File: src/rtl/add_pkg.sv
// Shared types and helpers for the round-robin adder scheduler.
// Defaults describe the 1_7_0 operand format with four requesters.
package add_pkg;

  localparam int OPCNT_W      = 16;
  localparam int NREQ_DEF     = 4;
  localparam int SIGN_BIT_DEF = 1;
  localparam int INT_BIT_DEF  = 7;
  localparam int FLT_BIT_DEF  = 0;
  localparam int DW_DEF       = SIGN_BIT_DEF + INT_BIT_DEF + FLT_BIT_DEF;
  localparam int IDW_DEF      = (NREQ_DEF > 1) ? $clog2(NREQ_DEF) : 1;

  typedef logic [IDW_DEF-1:0] rr_ptr_t;

  typedef enum logic {
    ST_EMPTY = 1'b0,
    ST_FULL  = 1'b1
  } rsp_state_e;

  function automatic logic [DW_DEF:0] sext(input logic [DW_DEF-1:0] x);
    return {x[DW_DEF-1], x};
  endfunction

endpackage

File: src/rtl/add.sv
// Shared sign-extending adder: both operands widened by one bit, so the sum never overflows.
module add #(
  parameter  int SIGN_BIT = 1,
  parameter  int INT_BIT  = 7,
  parameter  int FLT_BIT  = 0,
  localparam int DW       = SIGN_BIT + INT_BIT + FLT_BIT
) (
  input  logic [DW-1:0] a,
  input  logic [DW-1:0] b,
  output logic [DW:0]   sum
);

  assign sum = {a[DW-1], a} + {b[DW-1], b};

endmodule

File: src/rtl/add_rr_pick.sv
// Combinational round-robin picker: first set request at or above ptr, wrapping modulo NREQ.
module add_rr_pick
  import add_pkg::*;
#(
  parameter int NREQ = 4,
  parameter int IDW  = 2
) (
  input  logic [NREQ-1:0] req,
  input  logic [IDW-1:0]  ptr,
  input  logic            en,
  output logic [NREQ-1:0] gnt,
  output logic [IDW-1:0]  idx,
  output logic            any_grant
);

  always_comb begin
    int          j;
    logic [IDW-1:0] jj;
    gnt       = '0;
    idx       = '0;
    any_grant = 1'b0;
    j         = 0;
    jj        = '0;
    if (en) begin
      for (int off = 0; off < NREQ; off++) begin
        j  = (int'(ptr) + off) % NREQ;
        jj = IDW'(j);
        if (!any_grant && req[jj]) begin
          gnt[jj]   = 1'b1;
          idx       = jj;
          any_grant = 1'b1;
        end else begin
          any_grant = any_grant;
        end
      end
    end else begin
      any_grant = 1'b0;
    end
  end

endmodule

File: src/rtl/add_sched.sv
// Round-robin scheduler sharing one adder among NREQ requesters, with a
// single registered response slot that can drain and reload in the same cycle.
module add_sched
  import add_pkg::*;
#(
  parameter  int NREQ     = 4,
  parameter  int SIGN_BIT = 1,
  parameter  int INT_BIT  = 7,
  parameter  int FLT_BIT  = 0,
  localparam int DW       = SIGN_BIT + INT_BIT + FLT_BIT,
  localparam int IDW      = (NREQ > 1) ? $clog2(NREQ) : 1
) (
  input  logic                 clk,
  input  logic                 rst,
  input  logic [NREQ-1:0]      req_valid,
  output logic [NREQ-1:0]      req_ready,
  input  logic [NREQ*DW-1:0]   req_a,
  input  logic [NREQ*DW-1:0]   req_b,
  output logic                 rsp_valid,
  input  logic                 rsp_ready,
  output logic [DW:0]          rsp_data,
  output logic [IDW-1:0]       rsp_id,
  output logic                 busy,
  output logic [OPCNT_W-1:0]   op_count
);

  rsp_state_e         state_q, state_d;
  logic [DW:0]        rsp_data_q, rsp_data_d;
  logic [IDW-1:0]     rsp_id_q, rsp_id_d;
  logic [IDW-1:0]     ptr_q, ptr_d;
  logic [OPCNT_W-1:0] op_count_q, op_count_d;

  logic               slot_free;
  logic [NREQ-1:0]    pick_gnt;
  logic [IDW-1:0]     pick_idx;
  logic               accept;
  logic [DW-1:0]      op_a, op_b;
  logic [DW:0]        sum;

  assign slot_free = (state_q == ST_EMPTY) || rsp_ready;

  // Reset gates the grant so nothing looks accepted while the slot is being cleared.
  add_rr_pick #(.NREQ(NREQ), .IDW(IDW)) u_pick (
    .req       (req_valid),
    .ptr       (ptr_q),
    .en        (slot_free && !rst),
    .gnt       (pick_gnt),
    .idx       (pick_idx),
    .any_grant (accept)
  );

  always_comb begin
    op_a = '0;
    op_b = '0;
    for (int i = 0; i < NREQ; i++) begin
      op_a = (pick_idx == IDW'(i)) ? req_a[i*DW +: DW] : op_a;
      op_b = (pick_idx == IDW'(i)) ? req_b[i*DW +: DW] : op_b;
    end
  end

  add #(.SIGN_BIT(SIGN_BIT), .INT_BIT(INT_BIT), .FLT_BIT(FLT_BIT)) u_add (
    .a   (op_a),
    .b   (op_b),
    .sum (sum)
  );

  always_comb begin
    state_d    = state_q;
    rsp_data_d = rsp_data_q;
    rsp_id_d   = rsp_id_q;
    ptr_d      = ptr_q;
    op_count_d = op_count_q;
    if (accept) begin
      rsp_data_d = sum;
      rsp_id_d   = pick_idx;
      ptr_d      = (pick_idx == IDW'(NREQ - 1)) ? '0 : pick_idx + IDW'(1);
      op_count_d = op_count_q + OPCNT_W'(1);
    end else begin
      ptr_d = ptr_q;
    end
    case (state_q)
      ST_EMPTY: begin
        if (accept) state_d = ST_FULL;
        else        state_d = ST_EMPTY;
      end
      ST_FULL: begin
        if (accept)         state_d = ST_FULL;
        else if (rsp_ready) state_d = ST_EMPTY;
        else                state_d = ST_FULL;
      end
      default: state_d = ST_EMPTY;
    endcase
  end

  always_ff @(posedge clk or posedge rst) begin
    if (rst) begin
      state_q    <= ST_EMPTY;
      rsp_data_q <= '0;
      rsp_id_q   <= '0;
      ptr_q      <= '0;
      op_count_q <= '0;
    end else begin
      state_q    <= state_d;
      rsp_data_q <= rsp_data_d;
      rsp_id_q   <= rsp_id_d;
      ptr_q      <= ptr_d;
      op_count_q <= op_count_d;
    end
  end

  assign req_ready = pick_gnt;
  assign rsp_valid = (state_q == ST_FULL);
  assign rsp_data  = rsp_data_q;
  assign rsp_id    = rsp_id_q;
  assign op_count  = op_count_q;
  assign busy      = (state_q == ST_FULL) || (|req_valid);

endmodule

File: config.mk
export PLATFORM = sky130hd
export DESIGN_NAME = add_sched
export DESIGN_NICKNAME = d
export VERILOG_FILES = /design/src/rtl/add_pkg.sv /design/src/rtl/add.sv /design/src/rtl/add_rr_pick.sv /design/src/rtl/add_sched.sv
export SDC_FILE = /design/constraint.sdc
export NUM_CORES = 1
export LEC_CHECK = 0
export ABC_AREA = 1
export CAP_MARGIN = 20
export CELL_PAD_IN_SITES_DETAIL_PLACEMENT = 1
export CELL_PAD_IN_SITES_GLOBAL_PLACEMENT = 1
export CORE_ASPECT_RATIO = 1.1
export CORE_MARGIN = 2
export CORE_UTILIZATION = 25
export CTS_BUF_LIST = sky130_fd_sc_hd__clkbuf_8
export DETAILED_ROUTE_END_ITERATION = 8
export DONT_BUFFER_PORTS = 1
export PLACE_DENSITY = 0.55
export SLEW_MARGIN = 30
export SYNTH_ARGS = -nofsm -noshare
export SYNTH_HDL_FRONTEND = slang
export SYNTH_SLANG_ARGS = --single-unit
File: constraint.sdc
create_clock -name clk -period 4.3 [get_ports clk]
set_clock_uncertainty 0.15 [all_clocks]
set_input_delay 0.43 -clock clk [delete_from_list [all_inputs] [get_ports clk]]
set_output_delay 0.43 -clock clk [all_outputs]
set_load 0.03 [all_outputs]
==> results.rst, run 1 <==
.. list-table::
   :header-rows: 1

   * - Metric
     - Value
   * - Number of global-route vias before repair
     - around 2700
   * - Largest family of logic cells by synthesized area
     - simple AND/OR/NAND/NOR gates
   * - Fmax achieved
     - around 0.26 GHz
   * - Crit path setup slack, layout
     - 385.7 ps
   * - Gpl congestion
     - 0.8125
   * - Horizontal die dimension
     - between 100 and 150 µm
   * - CTS Buf Count
     - 5
   * - Max-slew violation total from the final report
     - 0
   * - Final total negative setup slack
     - 0 ps
   * - Simple-gate area share of the yosys netlist
     - between 30 and 40%
   * - Initial Util
     - 25.59%
   * - Leakage component of the power
     - 0.001516 µW
   * - Main synth FF type
     - sky130_fd_sc_hd__dfrtp_1
   * - Area post-placement
     - around 2800 µm²
   * - Maximum root-to-sink buffer count
     - 2
   * - Number of synthesis warnings
     - 0
   * - Flip-flop and latch count after synthesis
     - 30
   * - Type of the worst setup path
     - reg -> reg
   * - Source of the worst register-to-register timing path
     - ptr_q[0]$_DFFE_PP0P_
   * - Pwr dens
     - a little under 900 nW/µm²
   * - Multiplexer fraction of the synthesized cell area
     - 0%
   * - Post-layout min period
     - ~3900 ps
   * - Fillcell total
     - 1294
   * - Count of cell types in the netlist
     - 36
   * - Number of vias per cell
     - between 4 and 5
   * - Fraction of registers with async set/reset
     - 100.0%
   * - Register clock-pin slew on the reported worst setup and hold paths
     - 60 ps
   * - Unrepaired setup endpoints after global routing
     - yes
   * - Post-DR wirelength/cell
     - about 16 µm
   * - Worst slack at placement
     - approximately 140 ps
   * - Worst slew margin
     - roughly 68%
   * - Antenna violations before repair
     - 0
   * - Total of endpoints with negative setup slack in the final report
     - 0
   * - Share of the synthesized area in compound gates (AO/OA/AOI/OAI)
     - approximately 15%
   * - Ratio of final minimum period to clock period
     - 91.03%
   * - Startpoint type of the worst setup path
     - flop
   * - Run status
     - finished, final reports clean
   * - Clock sinks
     - 30
   * - CP arrival
     - between 3000 and 4000 ps
   * - Worst Setup SP
     - ptr_q[0]$_DFFE_PP0P_
   * - Remaining Overflow, GRT
     - 0
   * - Detailed placement HPWL
     - about 6.4 mm
   * - Count of cells along the worst register-to-register path
     - 23
   * - Slew at the pin with the worst max-slew slack
     - about 480 ps
   * - Antenna diode instance count
     - 0
   * - R2r setup slk
     - slightly below 400 ps
   * - Portion of synthesized cell area occupied by the leading cell type
     - between 20% and 30%
   * - Part of the Yosys area used for sequential elements
     - approximately 28%
   * - Largest net degree at the start of global routing
     - 31
   * - Total standard cell area after synthesis
     - 2660 µm²
   * - Number of max-cap violations
     - 0
   * - DRT Pass-1 Iters
     - 4
   * - Post-detailed-route count of antenna-violating nets
     - 0
   * - Clock tree from TritonCTS
     - done
   * - Leading post-synthesis cells by cell area
     - sky130_fd_sc_hd__dfrtp_1 28%, sky130_fd_sc_hd__nand2_1 14%, sky130_fd_sc_hd__ha_1 9.9%, sky130_fd_sc_hd__o21ai_0 5.1%, sky130_fd_sc_hd__nand3_1 4.5%
   * - Worst supply voltage drop on vdd
     - roughly 0.00034 V
   * - Final wirelength
     - just over 8 mm
   * - NumNets Final
     - 470
   * - Post-synthesis xor/xnor area fraction
     - around 5.9%
   * - Top cells by count, synth
     - 97 x sky130_fd_sc_hd__nand2_1, 31 x sky130_fd_sc_hd__inv_1, 30 x sky130_fd_sc_hd__dfrtp_1, 27 x sky130_fd_sc_hd__o21ai_0, 24 x sky130_fd_sc_hd__nand3_1
   * - Core area
     - just over 10000 µm²
   * - Vias after detailed routing
     - around 2500
   * - Number of DRC violations after detailed routing
     - 0
   * - Area growth, synth to finish
     - 14.96%
   * - Row count
     - 39
   * - Root buffer cell
     - sky130_fd_sc_hd__clkbuf_8
   * - Total track usage
     - about 14%
   * - Critical path peak fanout
     - 17
   * - I/O Buffers
     - 0
   * - Number of levels in the clock H-tree
     - 2
   * - Top-level port count
     - 104
   * - Startpoint of the lowest-slack hold path
     - rsp_ready
   * - Endpoint of the lowest-slack register-to-register path
     - rsp_data[6]$_DFFE_PP0P_
   * - End of the worst hold path
     - rsp_valid$_DFF_PP0_
   * - Fin area
     - 3058 µm²
   * - Net count after synthesis
     - between 400 and 500
   * - Top cell type by total area after synthesis
     - sky130_fd_sc_hd__dfrtp_1
   * - First-pass GRT wire length
     - 13.21 mm
   * - Violation count after the first detailed-routing iteration
     - 71
   * - Post-Syn Area per Cell
     - between 7 and 8 µm²
   * - Full die area
     - 11480 µm²
   * - Instance count of the mapped netlist
     - 369
   * - Die span in y
     - ~110 µm
   * - Clock insertion delay at the later pin of the skew report
     - 280 ps
   * - Leading cell type by number of instances after synthesis
     - sky130_fd_sc_hd__nand2_1
   * - Endpoint kind of the worst setup timing path
     - flop
   * - Hold Violations, Final
     - 0
   * - Worst Hold Path Cells
     - 1
   * - Count of flip-flops with a built-in enable after synthesis
     - 0
   * - Worst min-delay path class
     - in -> reg
   * - Share of layout cells above drive strength 1
     - 13.23%
   * - Area share of fa/ha/maj cells after synthesis
     - a little over a tenth
   * - Data required time at the worst endpoint
     - 4350 ps
## metal layers
| layer | vias up | share of wire (%) | global-route usage, % | wire length (µm) |
|---|---|---|---|---|
| met5 | - | 0 | 0 | 0 |
| met4 | 0 | 1.2 | 2.489 | 99 |
| met3 | 9 | 4.5 | 2.989 | 364 |
| met2 | 64 | 50 | 26.32 | 4063 |
| met1 | 1167 | 44 | 17.10 | 3550 |
| li1 | 1244 | - | - | - |
## logic make-up (layout without fill, tap and decap cells)
kind of cell / Yosys count / in the layout
AND/OR/NAND/NOR: 181 / 182
AO/OA/AOI/OAI: 71 / 71
buffers and inverters: 47 / 55
flip-flops: 30 / 30
adder cells (fa/ha/maj): 22 / 22
XOR/XNOR: 18 / 18
## sequential cells by signal (all words and copies together) (netlist names)
name and cells:
rsp_data 9, ptr_q 2, rsp_id 2, rsp_valid 1, op_count 16
## area by class of cell
cell class	instances	area, µm²	area share [%]
Sequential cell	30	752.0	24.59
Multi-Input combinational cell	293	1749	57.20
Clock inverter	2	60.06	1.964
Inverter	36	146.4	4.787
Clock buffer	6	82.58	2.700
Tap cell	143	178.9	5.851
Timing Repair Buffer	11	88.84	2.905
## critical path, cell delays in order, from the launching register on
cell                       delay, ps
sky130_fd_sc_hd__dfrtp_1         420
sky130_fd_sc_hd__inv_6            80
sky130_fd_sc_hd__ha_1            350
sky130_fd_sc_hd__inv_1           110
sky130_fd_sc_hd__nand3_2         100
sky130_fd_sc_hd__nand2_4         100
sky130_fd_sc_hd__inv_4            50
sky130_fd_sc_hd__nor2_8          140
sky130_fd_sc_hd__nand3_1          90
sky130_fd_sc_hd__nand3_1         100
sky130_fd_sc_hd__nand2_2          90
sky130_fd_sc_hd__inv_1            80
sky130_fd_sc_hd__ha_2            250
sky130_fd_sc_hd__clkinv_1        100
sky130_fd_sc_hd__buf_4           190
sky130_fd_sc_hd__o21ai_0         190
sky130_fd_sc_hd__a21oi_1          90
sky130_fd_sc_hd__ha_1            270
sky130_fd_sc_hd__fa_2            380
sky130_fd_sc_hd__nand4_1         130
sky130_fd_sc_hd__nand3_1         100
sky130_fd_sc_hd__nand2_1          90
sky130_fd_sc_hd__nand2_1          50
sky130_fd_sc_hd__o21ai_0         130
## how the worst max path moves through the flow
stage                                   end  slack (ps)  cells past startpoint
detailed placement  rsp_data[4]$_DFFE_PP0P_         140                     21
finish              rsp_data[6]$_DFFE_PP0P_         390                     23
CTS                 rsp_data[4]$_DFFE_PP0P_         130                     21
global placement    rsp_data[4]$_DFFE_PP0P_         340                     21
floorplan           rsp_data[4]$_DFFE_PP0P_         430                     22
global route        rsp_data[5]$_DFFE_PP0P_         -20                     25
## power breakdown
group	total [µW]	leakage (µW)	switching [µW]	internal [µW]
logic	1640	0.00107	1020	624
clock network	359	0.0000714	112	247
registers	669	0.000375	293	376
total	2670	0.00152	1420	1250
## per-stage QoR
| stage | power (µW) | instances | hold slack, ps | utilization, % |
|---|---|---|---|---|
| floorplan | 1832 | 369 | 370.8 | - |
| global placement | 2211 | 508 | 283.5 | 27.30 |
| detailed placement | 2248 | 508 | 285.3 | 27.30 |
| CTS | 2619 | 517 | 104.8 | 28.77 |
| global route | 2973 | 521 | 115.0 | 29.42 |
| finish | 2669 | 521 | 109.7 | 29.42 |
## what timing repair did
item,4_1_cts,5_1_grt
setup buffers,0,3
hold endpoints to repair,30,0
hold buffers,1,0
endpoints found under the setup margin,0,7
gates resized for setup,0,12
## layout by cell type, fill, tap and decap left out, types with 2 or more instances in the layout
cell type / netlist / final
sky130_fd_sc_hd__nand2_1: 97 / 96
sky130_fd_sc_hd__inv_1: 31 / 30
sky130_fd_sc_hd__dfrtp_1: 30 / 29
sky130_fd_sc_hd__o21ai_0: 27 / 26
sky130_fd_sc_hd__nand3_1: 24 / 24
sky130_fd_sc_hd__nor2_1: 23 / 23
sky130_fd_sc_hd__a21oi_1: 21 / 19
sky130_fd_sc_hd__ha_1: 21 / 19
sky130_fd_sc_hd__nand4_1: 15 / 15
sky130_fd_sc_hd__a22oi_1: 11 / 11
sky130_fd_sc_hd__xor2_1: 9 / 9
sky130_fd_sc_hd__buf_4: 0 / 9
sky130_fd_sc_hd__xnor2_1: 9 / 8
sky130_fd_sc_hd__clkbuf_8: 0 / 6
sky130_fd_sc_hd__nand3_2: 5 / 5
sky130_fd_sc_hd__nand2_2: 4 / 5
sky130_fd_sc_hd__nor2_4: 4 / 5
sky130_fd_sc_hd__o21ai_1: 3 / 4
sky130_fd_sc_hd__a21boi_0: 4 / 4
sky130_fd_sc_hd__nand2_4: 3 / 3
sky130_fd_sc_hd__clkinv_1: 2 / 2
sky130_fd_sc_hd__a21o_1: 2 / 2
sky130_fd_sc_hd__nor3_1: 2 / 2
sky130_fd_sc_hd__a21oi_2: 0 / 2
sky130_fd_sc_hd__ha_2: 0 / 2
sky130_fd_sc_hd__bufinv_16: 0 / 2
(Power assumes the default switching activity.)
==> run 2, diff against run 1 <==
--- a/config.mk
+++ b/config.mk
@@ -15,8 +15,9 @@
 export CTS_BUF_LIST = sky130_fd_sc_hd__clkbuf_8
 export DETAILED_ROUTE_END_ITERATION = 8
 export DONT_BUFFER_PORTS = 1
-export PLACE_DENSITY = 0.55
+export PLACE_DENSITY = 0.56
 export SLEW_MARGIN = 30
 export SYNTH_ARGS = -nofsm -noshare
 export SYNTH_HDL_FRONTEND = slang
+export SYNTH_HIERARCHICAL = 1
 export SYNTH_SLANG_ARGS = --single-unit
==> run 2 against run 1 <==
Effect of this change:
- clock power decreased by 33%
- cell area increased by 4.2%
- sequential power shrank 7.3%
- area after synthesis rose by 8.1%
- clock-buffer cell count stayed put
- sequential share of layout area fell by 1.0 points
- register-to-register slack better by 80 ps
- maximum frequency grew 2.1%
- cell count is 17% higher
- flip-flop and latch count unchanged
- die area is 7.8% higher
- core utilization is 1.3 points lower
==> results.rst, run 2 <==
.. list-table::
   :header-rows: 1

   * - Metric
     - Value
   * - Run status
     - finished, final reports clean
   * - Number of vias per cell
     - ~4.7
   * - DRT Pass-1 Iters
     - 4
   * - Clock insertion delay at the later pin of the skew report
     - roughly 280 ps
   * - Vias after detailed routing
     - roughly 2800
   * - Dominant cell type by count on the critical path
     - sky130_fd_sc_hd__nand2_1
   * - Final total negative setup slack
     - 0 ps
   * - Slew at the pin with the worst max-slew slack
     - 644.0 ps
   * - Die span in y
     - about 120 µm
   * - Antenna diode instance count
     - 0
   * - Top cells by count, synth
     - 170 x sky130_fd_sc_hd__nand2_1, 44 x sky130_fd_sc_hd__inv_1, 38 x sky130_fd_sc_hd__a21oi_1, 35 x sky130_fd_sc_hd__nor2_1, 30 x sky130_fd_sc_hd__dfrtp_1
   * - Main synth FF type
     - sky130_fd_sc_hd__dfrtp_1
   * - Most frequent standard cell in the layout excluding fill and tap cells
     - sky130_fd_sc_hd__nand2_1
   * - Endpoint kind of the worst setup timing path
     - flop
   * - Share of layout cells above drive strength 1
     - 8.972%
   * - Area growth, synth to finish
     - 10.74%
   * - Count of flip-flops with a built-in enable after synthesis
     - 0
   * - Part of the Yosys area used for sequential elements
     - around a quarter
   * - Post-layout min period
     - around 3800 ps
   * - Clock tree from TritonCTS
     - done
   * - CTS Buf Count
     - 5
   * - Switching power share of the total
     - 57.48%
   * - Number of synthesis warnings
     - 6
   * - Leading cell type by number of instances after synthesis
     - sky130_fd_sc_hd__nand2_1
   * - First-pass GRT wire length
     - roughly 15 mm
   * - Worst supply voltage drop on vdd
     - approximately 0.00038 V
   * - Area post-placement
     - 3025 µm²
   * - Total of endpoints with negative setup slack in the final report
     - 0
   * - Remaining Overflow, GRT
     - 0
   * - Post-Syn Area per Cell
     - about 6.4 µm²
   * - Portion of synthesized cell area occupied by the leading cell type
     - 26.10%
   * - Fin area
     - roughly 3200 µm²
   * - Horizontal die dimension
     - between 100 and 150 µm
   * - Full die area
     - ~12000 µm²
   * - Startpoint type of the worst setup path
     - flop
   * - Max-slew violation total from the final report
     - 0
   * - Data required time at the worst endpoint
     - about 4300 ps
   * - Top-level port count
     - ~100
   * - Number of flip-flops in the largest register
     - 16
   * - Max incr delay on CP
     - slightly above 400 ps
   * - Flip-flop and latch count after synthesis
     - 30
   * - Met3 track demand over resource
     - roughly 3.3%
   * - NumNets Final
     - between 500 and 600
   * - Worst slew margin
     - 57.02%
   * - Storage element area
     - ~750 µm²
   * - Sequential share of power
     - between 10% and 20%
   * - R2r setup slk
     - approximately 470 ps
   * - Instance count of the mapped netlist
     - ~450
   * - I/O Buffers
     - 0
   * - CP arrival
     - ~3900 ps
   * - Largest net degree at the start of global routing
     - 33
   * - GR Layer Usage met1
     - 17.00%
   * - Net Switching
     - about 1800 µW
   * - Fmax achieved
     - ~0.26 GHz
   * - Detailed placement HPWL
     - about 7.3 mm
   * - Crit-path cells
     - inv_2 -> ha_1 -> nand2_1 -> nand2_1 -> nor2_2 -> buf_4 -> nand3_1 -> nand3_1 -> nand2_1 -> inv_1 -> ha_1 -> clkinvlp_4 -> nor2_1 -> a21oi_1 -> ha_1 -> fa_1 -> nand2_1 -> nand2_2 -> nand3_1 -> nand2_1 -> nand2_1 -> nand2_1 -> nand2_1 -> nand2_1
   * - Clock sinks
     - 30
   * - Net count after synthesis
     - between 500 and 600
   * - Final wirelength
     - ~8.9 mm
   * - Total track usage
     - 15.03%
   * - Initial Util
     - 25.37%
   * - Worst min-delay path class
     - in -> reg
   * - Number of DRC violations after detailed routing
     - 0
   * - Maximum root-to-sink buffer count
     - 2
   * - Number of global-route vias before repair
     - 3084
   * - Peak-usage layer in the global routing report
     - met2
   * - Number of max-cap violations
     - 0
   * - Combined area of the multi-input logic cells
     - around 1900 µm²
   * - Cell with the largest stage delay on the worst path
     - sky130_fd_sc_hd__fa_1
   * - Count of cell types in the netlist
     - 30
   * - Post-DR wirelength/cell
     - about 15 µm
   * - Register clock-pin slew on the reported worst setup and hold paths
     - around 70 ps
   * - Critical path peak fanout
     - 17
   * - Antenna violations before repair
     - 0
   * - Highest-count cells in the layout ignoring fill and taps
     - 170 x sky130_fd_sc_hd__nand2_1, 44 x sky130_fd_sc_hd__inv_1, 38 x sky130_fd_sc_hd__a21oi_1, 33 x sky130_fd_sc_hd__nor2_1, 30 x sky130_fd_sc_hd__dfrtp_1
   * - Type of the worst setup path
     - reg -> reg
   * - Unrepaired setup endpoints after global routing
     - no
   * - Top cell type by total area after synthesis
     - sky130_fd_sc_hd__dfrtp_1
   * - Row count
     - 41
   * - Number of levels in the clock H-tree
     - 2
   * - Violation count after the first detailed-routing iteration
     - between 100 and 150
   * - Fillcell total
     - between 1000 and 1500
   * - Total standard cell area after synthesis
     - 2877 µm²
   * - Worst hold slack
     - ~110 ps
   * - Cell-internal power
     - 1332 µW
   * - Root buffer cell
     - sky130_fd_sc_hd__clkbuf_8
   * - Ratio of final minimum period to clock period
     - between 80% and 90%
   * - Leakage component of the power
     - 0.001637 µW
   * - Core area
     - 11340 µm²
   * - Gpl congestion
     - between 0.8 and 0.9
   * - Clock network power share
     - under 10%
   * - Proportion of power drawn by combinational gates
     - approximately 73%
   * - Fraction of met2 tracks used by global routing
     - between 20 and 30%
   * - Post-detailed-route count of antenna-violating nets
     - 0
   * - Pwr dens
     - 983.1 nW/µm²
   * - Hold Violations, Final
     - 0
   * - Fraction of registers with async set/reset
     - 100.0%
   * - Leading post-synthesis cells by cell area
     - sky130_fd_sc_hd__dfrtp_1 26%, sky130_fd_sc_hd__nand2_1 22%, sky130_fd_sc_hd__ha_1 9.1%, sky130_fd_sc_hd__a21oi_1 6.6%, sky130_fd_sc_hd__inv_1 5.7%
## run 2: cell count changes after synthesis, moves of 3 or more
cell | previous run | this run
sky130_fd_sc_hd__o21ai_0 | 27 | 15
sky130_fd_sc_hd__o21ai_1 | 3 | 6
sky130_fd_sc_hd__nand4_1 | 15 | 9
sky130_fd_sc_hd__nand3_1 | 24 | 27
sky130_fd_sc_hd__nor2_1 | 23 | 35
sky130_fd_sc_hd__clkbuf_1 | 5 | 2
sky130_fd_sc_hd__a21oi_1 | 21 | 38
sky130_fd_sc_hd__buf_4 | 0 | 3
sky130_fd_sc_hd__nand2_1 | 97 | 170
sky130_fd_sc_hd__nor2_2 | 1 | 4
sky130_fd_sc_hd__xor2_1 | 9 | 6
sky130_fd_sc_hd__buf_2 | 4 | 7
sky130_fd_sc_hd__inv_1 | 31 | 44
sky130_fd_sc_hd__a22oi_1 | 11 | 0
## run 2: final cells by class
| class | instances | area share [%] |
|---|---|---|
| multi-input cells | 360 | 58.88 |
| well taps | 150 | 5.892 |
| clock inverters | 2 | 0.2749 |
| flip-flops and latches | 30 | 23.57 |
| clock buffers | 6 | 2.592 |
| inverters | 47 | 5.774 |
| repair buffers | 12 | 3.024 |
## run 2: stage by stage
stage	total power, µW	setup slack [ps]	std cells	util (%)
global placement	2817	272.1	595	26.69
CTS	3128	77.18	604	27.58
floorplan	2333	463.8	452	-
global route	3556	24.28	607	28.10
detailed placement	2871	91.97	595	26.69
finish	3132	466.6	607	28.10
## run 2: cell families after synthesis
logic type / count (synthesis) / synth area share (%)
AND/OR/NAND/NOR: 260 / 38.54
buffers and inverters: 62 / 9.569
AO/OA/AOI/OAI: 65 / 12.01
XOR/XNOR: 13 / 3.958
flip-flops: 30 / 26.10
adder cells (fa/ha/maj): 22 / 9.830
## run 2: worst paths after layout
check | start | depth (start not counted) | to
hold / removal | rsp_ready | 1 | rsp_valid$_DFF_PP0_
max in group asynchronous | rst | 3 | op_count[1]$_DFFE_PP0P_
setup reg to reg | ptr_q[0]$_DFFE_PP0P_ | 24 | rsp_data[8]$_DFFE_PP0P_
setup / recovery | ptr_q[0]$_DFFE_PP0P_ | 24 | rsp_data[8]$_DFFE_PP0P_
hold reg to reg | ptr_q[1]$_DFFE_PP0P_ | 3 | ptr_q[1]$_DFFE_PP0P_
min in group asynchronous | rst | 2 | ptr_q[1]$_DFFE_PP0P_
## run 2: power by group through the flow
| stage | registers [µW] | logic [µW] | clock network (µW) |
|---|---|---|---|
| CTS | 624 | 2260 | 247 |
| finish | 620 | 2270 | 240 |
| floorplan | 609 | 1720 | 0 |
| global route | 635 | 2660 | 258 |
| detailed placement | 629 | 2240 | 0 |
| global placement | 629 | 2190 | 0 |
## run 2: critical path: cells and delay by family, from the launching register on
family / cells / cell delay [ps]
compound gates: 1 / 60
fa+ha+maj: 4 / 1150
buf+inv: 4 / 710
flops: 1 / 390
simple gates: 15 / 1260
## run 2: layer usage
metal  vias up  wire, µm
li1       1436         -
met1      1326      3727
met2        79      4569
met3         4       534
met4         0        97
met5         -         0
## run 2: repair_timing
action,CTS,global route
setup endpoints to repair,0,8
hold buffers,1,0
endpoints found under the hold margin,5,0
buffers inserted,0,3
gates resized for setup,0,11
==> run 3, diff against run 2 <==
--- a/config.mk
+++ b/config.mk
@@ -7,7 +7,7 @@
 export LEC_CHECK = 0
 export ABC_AREA = 1
 export CAP_MARGIN = 20
-export CELL_PAD_IN_SITES_DETAIL_PLACEMENT = 1
+export CELL_PAD_IN_SITES_DETAIL_PLACEMENT = 0
 export CELL_PAD_IN_SITES_GLOBAL_PLACEMENT = 1
 export CORE_ASPECT_RATIO = 1.1
 export CORE_MARGIN = 2
@@ -16,6 +16,7 @@
 export DETAILED_ROUTE_END_ITERATION = 8
 export DONT_BUFFER_PORTS = 1
 export PLACE_DENSITY = 0.56
+export SETUP_SLACK_MARGIN = 0.02
 export SLEW_MARGIN = 30
 export SYNTH_ARGS = -nofsm -noshare
 export SYNTH_HDL_FRONTEND = slang
==> run 3 against run 2 <==
Effect of this change:
- cell area decreased by 0.24%
- sequential share of layout area increased by 0.056 points
- clock power decreased by 4%
- wire length decreased by 6.6%
- cell count unchanged
- global-route usage decreased by 1.3 points
- maximum frequency increased by 0.28%
- critical endpoint unchanged
- largest power group unchanged
==> results.rst, run 3 (synthesis results as in run 2) <==
.. list-table::
   :header-rows: 1

   * - Metric
     - Value
   * - Run status
     - finished, final reports clean
   * - Post-detailed-route count of antenna-violating nets
     - 0
   * - Worst min-delay path class
     - in -> reg
   * - Dominant cell type by count on the critical path
     - sky130_fd_sc_hd__nand2_1
   * - DRT Pass-1 Iters
     - 4
   * - Post-layout min period
     - ~3800 ps
   * - Number of DRC violations after detailed routing
     - 0
   * - Post-DR wirelength/cell
     - approximately 14 µm
   * - Cells after DPL
     - roughly 600
   * - Final wirelength
     - roughly 8.3 mm
   * - Crit path setup slack, layout
     - approximately 480 ps
   * - Unrepaired setup endpoints after global routing
     - no
   * - Area growth, synth to finish
     - 10.48%
   * - Clock sinks
     - 30
   * - Clock tree from TritonCTS
     - done
   * - Initial Util
     - about 25%
   * - Endpoint kind of the worst setup timing path
     - flop
   * - Combined area of the multi-input logic cells
     - 1866 µm²
   * - Antenna diode instance count
     - 0
   * - Number of levels in the clock H-tree
     - 2
   * - Final total negative setup slack
     - 0 ps
   * - Critical path peak fanout
     - 32
   * - Fin area
     - ~3200 µm²
   * - Max-slew violation total from the final report
     - 0
   * - Fmax achieved
     - 0.2616 GHz
   * - Storage element area
     - roughly 750 µm²
   * - Remaining Overflow, GRT
     - 0
   * - Largest net degree at the start of global routing
     - 33
   * - Count of cells along the worst register-to-register path
     - 28
   * - Number of max-cap violations
     - 0
   * - Number of vias per cell
     - 4.545
   * - Top-level port count
     - about 100
   * - Register clock-pin slew on the reported worst setup and hold paths
     - 60 ps
   * - Maximum root-to-sink buffer count
     - 2
   * - First-pass GRT wire length
     - 13.57 mm
   * - Core area
     - 11340 µm²
   * - Cell with the largest stage delay on the worst path
     - sky130_fd_sc_hd__fa_1
   * - Fillcell total
     - roughly 1300
   * - Final instance count without filler cells
     - just over 600
   * - Clock insertion delay at the later pin of the skew report
     - about 280 ps
   * - Clock network power share
     - 7.5%
   * - Detailed placement HPWL
     - 6.677 mm
   * - Worst Hold Path Cells
     - 1
   * - Vias after detailed routing
     - around 2800
   * - Pwr dens
     - ~970 nW/µm²
   * - Cell-internal power
     - approximately 1300 µW
   * - CTS Buf Count
     - 5
   * - CP arrival
     - between 3000 and 4000 ps
   * - Violation count after the first detailed-routing iteration
     - between 80 and 90
   * - Highest-count cells in the layout ignoring fill and taps
     - 170 x sky130_fd_sc_hd__nand2_1, 43 x sky130_fd_sc_hd__inv_1, 38 x sky130_fd_sc_hd__a21oi_1, 33 x sky130_fd_sc_hd__nor2_1, 30 x sky130_fd_sc_hd__dfrtp_1
   * - Switching power share of the total
     - between 50% and 60%
   * - Type of the worst setup path
     - reg -> reg
   * - Area post-placement
     - 3025 µm²
   * - Root buffer cell
     - sky130_fd_sc_hd__clkbuf_8
   * - Max incr delay on CP
     - around 410 ps
   * - Worst supply voltage drop on vdd
     - about 0.00036 V
   * - Horizontal die dimension
     - approximately 110 µm
   * - Number of global-route vias before repair
     - ~2700
   * - Row count
     - between 40 and 50
   * - Worst slew margin
     - between 50% and 60%
   * - Leakage component of the power
     - between 0.0015 and 0.002 µW
   * - Slew at the pin with the worst max-slew slack
     - approximately 620 ps
   * - Net Switching
     - roughly 1800 µW
   * - Worst slack at placement
     - approximately 160 ps
   * - Ratio of final minimum period to clock period
     - ~89%
   * - Most frequent standard cell in the layout excluding fill and tap cells
     - sky130_fd_sc_hd__nand2_1
   * - I/O Buffers
     - 0
   * - Number of flip-flops in the largest register
     - 16
   * - Antenna violations before repair
     - 0
   * - Share of layout cells above drive strength 1
     - 9.190%
   * - Gpl congestion
     - between 0.8 and 0.9
   * - Sequential share of power
     - approximately a fifth
   * - Proportion of power drawn by combinational gates
     - between 70% and 80%
   * - Total of endpoints with negative setup slack in the final report
     - 0
   * - Full die area
     - approximately 12000 µm²
   * - Startpoint type of the worst setup path
     - flop
   * - Hold Violations, Final
     - 0
   * - Total track usage
     - between 10% and 20%
   * - Worst hold slack
     - 104.1 ps
   * - Die span in y
     - 116.5 µm
   * - Data required time at the worst endpoint
     - around 4300 ps
   * - NumNets Final
     - around 550
run 3: changes by cell type in the layout (fill, tap and decap cells not counted), sizes merged:
cell      before  now
buf           11   12
clkinv         1    0
clkinvlp       2    3
inv           46   45
run 3: timing repair:
item,CTS,global route
buffers inserted,0,4
resized for setup,0,8
hold endpoints to repair,5,0
setup endpoints to repair,0,8
hold buffers,1,0
run 3: path summary, 6_finish.rpt:
check | start | to | slack [ps]
max | ptr_q[0]$_DFFE_PP0P_ | rsp_data[8]$_DFFE_PP0P_ | 480
min | rsp_ready | rsp_valid$_DFF_PP0_ | 100
max reg2reg | ptr_q[0]$_DFFE_PP0P_ | rsp_data[8]$_DFFE_PP0P_ | 480
min reg2reg | ptr_q[1]$_DFFE_PP0P_ | ptr_q[1]$_DFFE_PP0P_ | 480
max in group asynchronous | rst | rsp_data[3]$_DFFE_PP0P_ | 3000
min in group asynchronous | rst | rsp_id[0]$_DFFE_PP0P_ | 390
run 3: critical path: cells and delay by family (launching register included):
kind	cells	cell delay [ps]
AOI/OAI and AO/OA	2	140
and+or+nand+nor	16	1160
DFF	1	360
buffers and inverters	6	750
adders and majority gates	4	1170
run 3: power by group through the flow:
stage          sequential [µW]  clock (µW)  combinational [µW]
4_1_cts                    625         238                2210
3_5_place_dp               630           0                2200
2_1_floorplan              609           0                1720
3_3_place_gp               629           0                2190
5_1_grt                    635         248                2620
6_report                   620         231                2230
run 3: cell type report:
class | instances | share of cell area (%)
Clock buffer | 6 | 2.598
Multi-Input combinational cell | 360 | 58.70
Timing Repair Buffer | 13 | 3.150
Sequential cell | 30 | 23.62
Timing Repair inverter | 1 | 0.2362
Tap cell | 150 | 5.906
Inverter | 47 | 5.787
run 3: metal layers:
metal / vias to the layer above / track usage, % / part of all wire (%)
met5: - / 0 / 0
met4: 0 / 3.772 / 1.8
met3: 11 / 3.013 / 5.5
met2: 84 / 24.74 / 48
met1: 1226 / 16.54 / 45
li1: 1438 / - / -
run 3: per-stage QoR:
| stage | utilization, % | power (µW) |
|---|---|---|
| after CTS | 27.50 | 3076 |
| final | 28.03 | 3079 |
| after floorplan | - | 2333 |
| after detailed placement | 26.69 | 2831 |
| after global routing | 28.03 | 3501 |
| after global placement | 26.69 | 2817 |
